[config.mk]
export PLATFORM = sky130hd
export DESIGN_NAME = pencode_scan
export DESIGN_NICKNAME = d
export VERILOG_FILES = /design/src/rtl/pencode_scan.sv
export SDC_FILE = /design/constraint.sdc
export NUM_CORES = 1
export LEC_CHECK = 0
export CAP_MARGIN = 30
export CORE_UTILIZATION = 52
export DETAILED_ROUTE_END_ITERATION = 7
export GPL_TIMING_DRIVEN = 0
export PLACE_DENSITY = 0.83
export SYNTH_ARGS = -nofsm -noshare
export SYNTH_HDL_FRONTEND = slang
export SYNTH_SLANG_ARGS = --single-unit
[constraint.sdc]
create_clock -name clk -period 7.1 [get_ports clk]
set_input_delay 1.065 -clock clk [delete_from_list [all_inputs] [get_ports clk]]
set_output_delay 1.065 -clock clk [all_outputs]
set_load 0.03 [all_outputs]
[src/rtl/pencode_scan.sv]
// pencode_scan: serialising priority encoder.
// A captured request vector is replayed as a stream of beats, one per
// output handshake, each carrying the index of the highest remaining set
// bit. Bit WIDTH-1 has the highest priority. An all-zero vector produces a
// single beat flagged with `none`.
//
// Optional feature: define PENCODE_SCAN_COUNT_EN to add the hit_cnt output.
// It carries the popcount of the captured vector while a scan is in
// progress and reads zero otherwise.
module pencode_scan #(
  parameter int WIDTH = 16,
  parameter int IDX_W = $clog2(WIDTH)
) (
  input  logic             clk,
  input  logic             rst_n,
  input  logic             in_valid,
  output logic             in_ready,
  input  logic [WIDTH-1:0] d_in,
  output logic             out_valid,
  input  logic             out_ready,
  output logic [IDX_W-1:0] y,
  output logic             last,
  output logic             none
`ifdef PENCODE_SCAN_COUNT_EN
  ,
  output logic [IDX_W:0]   hit_cnt
`endif
);

  // Catch illegal parameterisations at elaboration time.
  generate
    if (WIDTH < 2 || WIDTH > 256 || (WIDTH & (WIDTH - 1)) != 0) begin : g_bad_width
      $error("pencode_scan: WIDTH must be a power of two in 2..256");
    end
    if (IDX_W != $clog2(WIDTH)) begin : g_bad_idx_w
      $error("pencode_scan: IDX_W must equal $clog2(WIDTH)");
    end
  endgenerate

  typedef enum logic [0:0] {
    IDLE = 1'b0,
    SCAN = 1'b1
  } state_t;

  state_t           state_reg;
  state_t           state_next;
  logic [WIDTH-1:0] pend_reg;
  logic [WIDTH-1:0] pend_next;
  logic             init_reg;

  logic             scan;
  logic             capture;
  logic             beat_done;

  // above[i]: some pending bit with a higher index than i is set.
  // onehot:   isolates the highest-priority pending bit (zero if P==0).
  logic [WIDTH-1:0]             above;
  logic [WIDTH-1:0]             onehot;
  logic [IDX_W-1:0][WIDTH-1:0]  sel;
  logic [IDX_W-1:0]             y_enc;

  // Highest-priority isolation, built bit by bit from the pending register.
  genvar gi;
  genvar bi;
  generate
    for (gi = 0; gi < WIDTH; gi++) begin : g_isolate
      if (gi == WIDTH - 1) begin : g_top
        assign above[gi] = 1'b0;
      end else begin : g_lower
        assign above[gi] = |pend_reg[WIDTH-1:gi+1];
      end
      assign onehot[gi] = pend_reg[gi] & ~above[gi];
    end
  endgenerate

  // One-hot to binary: output bit bi is the OR of every one-hot position
  // whose index has bit bi set.
  generate
    for (bi = 0; bi < IDX_W; bi++) begin : g_ybit
      for (gi = 0; gi < WIDTH; gi++) begin : g_sel
        if (((gi >> bi) & 1) == 1) begin : g_on
          assign sel[bi][gi] = onehot[gi];
        end else begin : g_off
          assign sel[bi][gi] = 1'b0;
        end
      end
      assign y_enc[bi] = |sel[bi];
    end
  endgenerate

  // Handshake qualifiers. in_ready stays low until the first clock edge
  // after reset release, so nothing is accepted while reset is settling.
  assign scan      = (state_reg == SCAN);
  assign in_ready  = init_reg && (state_reg == IDLE);
  assign out_valid = scan;
  assign capture   = in_ready && in_valid;
  assign beat_done = scan && out_ready;

  // Beat outputs depend on the pending register and state only; they are
  // forced to zero outside SCAN. last covers both "one bit left" and the
  // all-zero case, where onehot is also zero.
  assign y    = scan ? y_enc : '0;
  assign last = scan && (pend_reg == onehot);
  assign none = scan && (pend_reg == '0);

  // Next-state and pending-register update.
  always_comb begin
    state_next = state_reg;
    pend_next  = pend_reg;
    case (state_reg)
      IDLE: begin
        if (capture) begin
          pend_next  = d_in;
          state_next = SCAN;
        end
      end
      SCAN: begin
        if (out_ready) begin
          pend_next = pend_reg & ~onehot;
          if (last) begin
            state_next = IDLE;
          end
        end
      end
      default: begin
        state_next = IDLE;
        pend_next  = '0;
      end
    endcase
  end

  // State and pending register; reset discards any scan in progress.
  always_ff @(posedge clk or negedge rst_n) begin
    if (!rst_n) begin
      state_reg <= IDLE;
      pend_reg  <= '0;
    end else begin
      state_reg <= state_next;
      pend_reg  <= pend_next;
    end
  end

  // Becomes set on the first clock edge after reset release.
  always_ff @(posedge clk or negedge rst_n) begin
    if (!rst_n) begin
      init_reg <= 1'b0;
    end else begin
      init_reg <= 1'b1;
    end
  end

`ifdef PENCODE_SCAN_COUNT_EN
  logic [IDX_W:0] cnt_reg;
  logic [IDX_W:0] pop_d;

  // Popcount of the incoming vector, only registered on capture.
  always_comb begin
    pop_d = '0;
    for (int i = 0; i < WIDTH; i++) begin
      pop_d = pop_d + {{IDX_W{1'b0}}, d_in[i]};
    end
  end

  // Count is loaded on capture, held through SCAN, cleared on the last beat.
  always_ff @(posedge clk or negedge rst_n) begin
    if (!rst_n) begin
      cnt_reg <= '0;
    end else if (capture) begin
      cnt_reg <= pop_d;
    end else if (beat_done && last) begin
      cnt_reg <= '0;
    end
  end

  assign hit_cnt = cnt_reg;
`endif

endmodule

# After elaboration in Yosys (flattened, before gate mapping)
# Cells that the tools add are included.
[classes] eq_ne=3 mux=8 bitwise_logic=33 reduce_logical=24
[ops] op="OR reduction 8 bit" count=5
[ops] op="2-to-1 mux 16 bit" count=2
[ops] op="case mux 16 bit (2 select lines)" count=1
[ops] op="AND 16 bit" count=1
[ops] op="logical NOT 16 bit" count=1
[ops] op="NOT 1 bit" count=16
[ops] op="NOT 16 bit" count=1
[ops] op="AND 1 bit" count=15
[ops] op="== test 15 bit" count=1
[ops] op="OR reduction 15 bit" count=1
[ops] op="OR reduction 14 bit" count=1
[ops] op="OR reduction 13 bit" count=1
[ops] op="OR reduction 12 bit" count=1
[ops] op="OR reduction 11 bit" count=1
[ops] op="OR reduction 10 bit" count=1
[ops] op="OR reduction 9 bit" count=1
[ops] op="OR reduction 7 bit" count=1
[ops] op="OR reduction 6 bit" count=1
[ops] op="OR reduction 5 bit" count=1
[ops] op="logical AND 1 bit" count=4
[ops] op="2-to-1 mux 4 bit" count=1
[ops] op="!= test 2 bit, second input constant" count=2
[ops] op="OR reduction 4 bit" count=1
[ops] op="2-to-1 mux 1 bit" count=3
[ops] op="4 further kinds" count=4
[word_totals] ff_bits=18 inputBits=20 out_inout_bits=8 elab_cells=71

# Logic depth before layout (Yosys ltp)
[depth] ltp_word=8 ltp_mapped=7 depth_no_buf=5

# Least setup slack after synthesis
# No wires, ideal clock.
[synth_timing] path_type="register to output" from="register pend_reg[15]" to="output last" arrival_ps=2835 t_required_ps=6035 setup_slack_ps=3200 path_stages_with_launch=8 n_path_buf=2 path_cell_list="dfrtp_1 buf_6 or4_4 or3_1 buf_2 maj3_2 a2111o_1 nor3_1"
[synth_between] elab_chain_cells=5 word_cells_on_any_way=46 classes_between="eq/ne (1); bitwise (30); reduce/logical (15)"
[synth_rtl] element="start, declared" line_no="47" rtl="logic [WIDTH-1:0] pend_reg;"
[synth_rtl] element="start signal, assigned" line_no="139" rtl="pend_reg <= pend_next;"
[synth_rtl] element="OR reduction 15 bit (tied with other cells)" line_no="70" rtl="assign above[gi] = |pend_reg[WIDTH-1:gi+1];"
[synth_rtl] element="NOT 1 bit" line_no="72" rtl="assign onehot[gi] = pend_reg[gi] & ~above[gi];"
[synth_rtl] element="AND 1 bit" line_no="72"
[synth_rtl] element="== test 15 bit (*)" line_no="103" rtl="assign last = scan && (pend_reg == onehot);"
[synth_rtl] element="logical AND 1 bit (*)" line_no="103"
[synth_rtl] element="end, declared" line_no="22" rtl="output logic last,"
# Every way passes the cells marked *; elsewhere a longest branch is shown, timed or not.

# Worst setup path in the final report
[layout_timing] from="register pend_reg[11]" to="output last"
[layout_between] elab_chain_cells=5 word_cells_on_any_way=36 classes_between="eq/ne (1); bitwise (23); reduce/logical (12)"
[layout_rtl] element="OR reduction 15 bit (tied with other cells)" line_no="70"
[layout_rtl] element="NOT 1 bit" line_no="72"
[layout_rtl] element="AND 1 bit" line_no="72"
[layout_rtl] element="== test 15 bit (*)" line_no="103"
[layout_rtl] element="logical AND 1 bit (*)" line_no="103"
# Marked as above.

==> metrics.txt <==
status=completed; WL final=3.11 mm; sequential area share after synthesis=38.8%; DP Worst Slack=2.90 ns; CTS resizes=0; Buffers on Ports=27; Ys Warns=0; Post-DP HPWL=2.29 mm; Worst Skew=0.00585 ns; worst vdd ir=317 uV; final hold violations=0; RSZ-0062 raised after global routing=no; setup violators final=0; max-cap viol count=0; Crit Path Class=reg2out; P_leak=0.610 nW; hold_buf cts=0; Layout area overhead=28.1%; share of layout cells above drive strength 1=4.12%; TritonCTS Buffers=3; Initial Util=57.5%; clock slew at reported path FFs=0.10 ns; fraction of registers with async set/reset=100%; Vias=1195; total core area=2020 sq um; EDFF count, synth=0; Hold Slack=0.603 ns; CTS Sinks=18; fin. max-slew vios=0; largest net degree at the start of global routing=19; CP endpoint kind=primary output; most frequent cells in the layout=27 x clkdlybuf4s50_1, 18 x dfrtp_1, 17 x nand2_1; Skew-Pair Late Insertion Delay=0.29 ns; mapped cell area=1160 sq um; Period minus WS final=4.57 ns; setup TNS=0 ns; diode count=0; clk root buf=clkbuf_4; row cnt=16; antenna violation net count after detailed routing=0; total gr overflow=0; CP Launch Point=pend_reg[11]$_DFFE_PN0P_; Netlist cell types=39; CTS tree=built; Total Routing Usage GR=29.2%; commonest non-fill, non-tap cell in the layout=clkdlybuf4s50_1; DRC violations left=0; min-delay src=pend_reg[2]$_DFFE_PN0P_; Final nets=192; TritonRoute pass-1 iters=4; Worst-Margin Slew=0.938 ns; Setup crit start kind=flop; initial antenna violation count=0; die height=49.3 um; f_max=219 MHz; crit path DAT=3.51 ns; required time worst endpoint=6.03 ns; DR iter-0 viols=53; crit path max fanout=10; Slew HR=36.9%; #FFs+latches synth=18; Avg Cell Area, Syn=8.30 sq um; die width=49.3 um; Reg2Reg Launch Point=pend_reg[11]$_DFFE_PN0P_; PwrDens=514 nW/um^2; first-pass GRT wire length=5.42 mm; die area=2430 sq um; setup bufs post-CTS=0; setup ws final=2.53 ns; routed vias/inst=6.07; syn nets=160; clock tree buffer depth=2; GP Congestion=0.892; max reg flops=16; fin crit share=64.4%; Boundary Pins=28; Avg WL per Cell=15.8 um; number of global-route vias before repair=1154; Most used DFF post-synth=dfrtp_1; # H-tree levels=1; worst min-delay path class=reg2reg; post-synthesis cell count=140
## metal layers
metal  share of wire [%]  track usage, %  routed length [um]
met1                  44            39.2                1370
met2                  47            47.5                1470
met4                 2.5            10.8                  78
met5                   0               0                   0
met3                 6.1            4.05                 191
## critical path, cell delays in order, from the launching register on
cell             delay [ns]
dfrtp_1                0.38
clkbuf_1               0.19
or4_1                  0.59
or3_1                  0.32
buf_2                  0.16
maj3_2                 0.31
a2111o_1               0.36
nor3_1                 0.19
clkdlybuf4s50_1        0.71
## cell type report
class / instances / area (sq um)
repair buffers: 27 / 270
inverters: 4 / 15.0
plain buffers: 10 / 46.3
fillers: 159 / 533
well taps: 27 / 33.8
clock buffers: 3 / 22.5
flip-flops and latches: 18 / 450
multi-input cells: 108 / 651
## power by group
| group | switching, W | internal (W) | leakage, nW | total, W |
|---|---|---|---|---|
| Clock | 0.0000303 | 0.0000197 | 0.0138 | 0.0000501 |
| Sequential | 0.0000513 | 0.000140 | 0.233 | 0.000191 |
| Combinational | 0.000299 | 0.000225 | 0.363 | 0.000524 |
## kinds of logic (layout without fill, tap and decap cells)
group | Yosys count | count (layout) | share of synthesized area (%)
AOI/OAI and AO/OA | 51 | 51 | 29.4
adders and majority gates | 3 | 3 | 2.69
buffers and inverters | 14 | 44 | 5.27
DFF | 18 | 18 | 38.8
muxes | 2 | 2 | 1.72
other | 1 | 1 | 0.323
and+or+nand+nor | 51 | 51 | 21.9
## synth_stat cells (3+ instances only)
cell type,count,share of area (%)
dfrtp_1,18,39
nand2_1,17,5.5
o21ai_0,16,6.9
a21oi_1,9,3.9
nor2_1,9,2.9
a22o_1,8,6.0
nor3_1,8,3.4
clkbuf_1,7,2.3
inv_1,4,1.3
nor4_1,3,1.6
or3_1,3,1.6
## path summary, 6_finish.rpt
check / to / slack, ns / cells after the start
worst max-delay path: last / 2.53 / 8
worst min register to register: pend_reg[2]$_DFFE_PN0P_ / 0.60 / 1
max in group asynchronous: init_reg$_DFF_PN0_ / 5.35 / 1
worst max register to register: out_valid$_DFF_PN0_ / 4.33 / 7
min in group asynchronous: pend_reg[13]$_DFFE_PN0P_ / 1.24 / 1
worst min-delay path: pend_reg[2]$_DFFE_PN0P_ / 0.60 / 1
## stage by stage
| stage | power, W | utilization, % | instances | instance area (sq um) |
|---|---|---|---|---|
| CTS | 0.000761 | 73.6 | 197 | 1490 |
| floorplan | 0.000546 | - | 140 | 1160 |
| finish | 0.000765 | 73.6 | 197 | 1490 |
| global route | 0.000820 | 73.6 | 197 | 1490 |
| global placement | 0.000690 | 72.5 | 194 | 1470 |
| detailed placement | 0.000710 | 72.5 | 194 | 1470 |
Power figures use the tool's default switching activity.
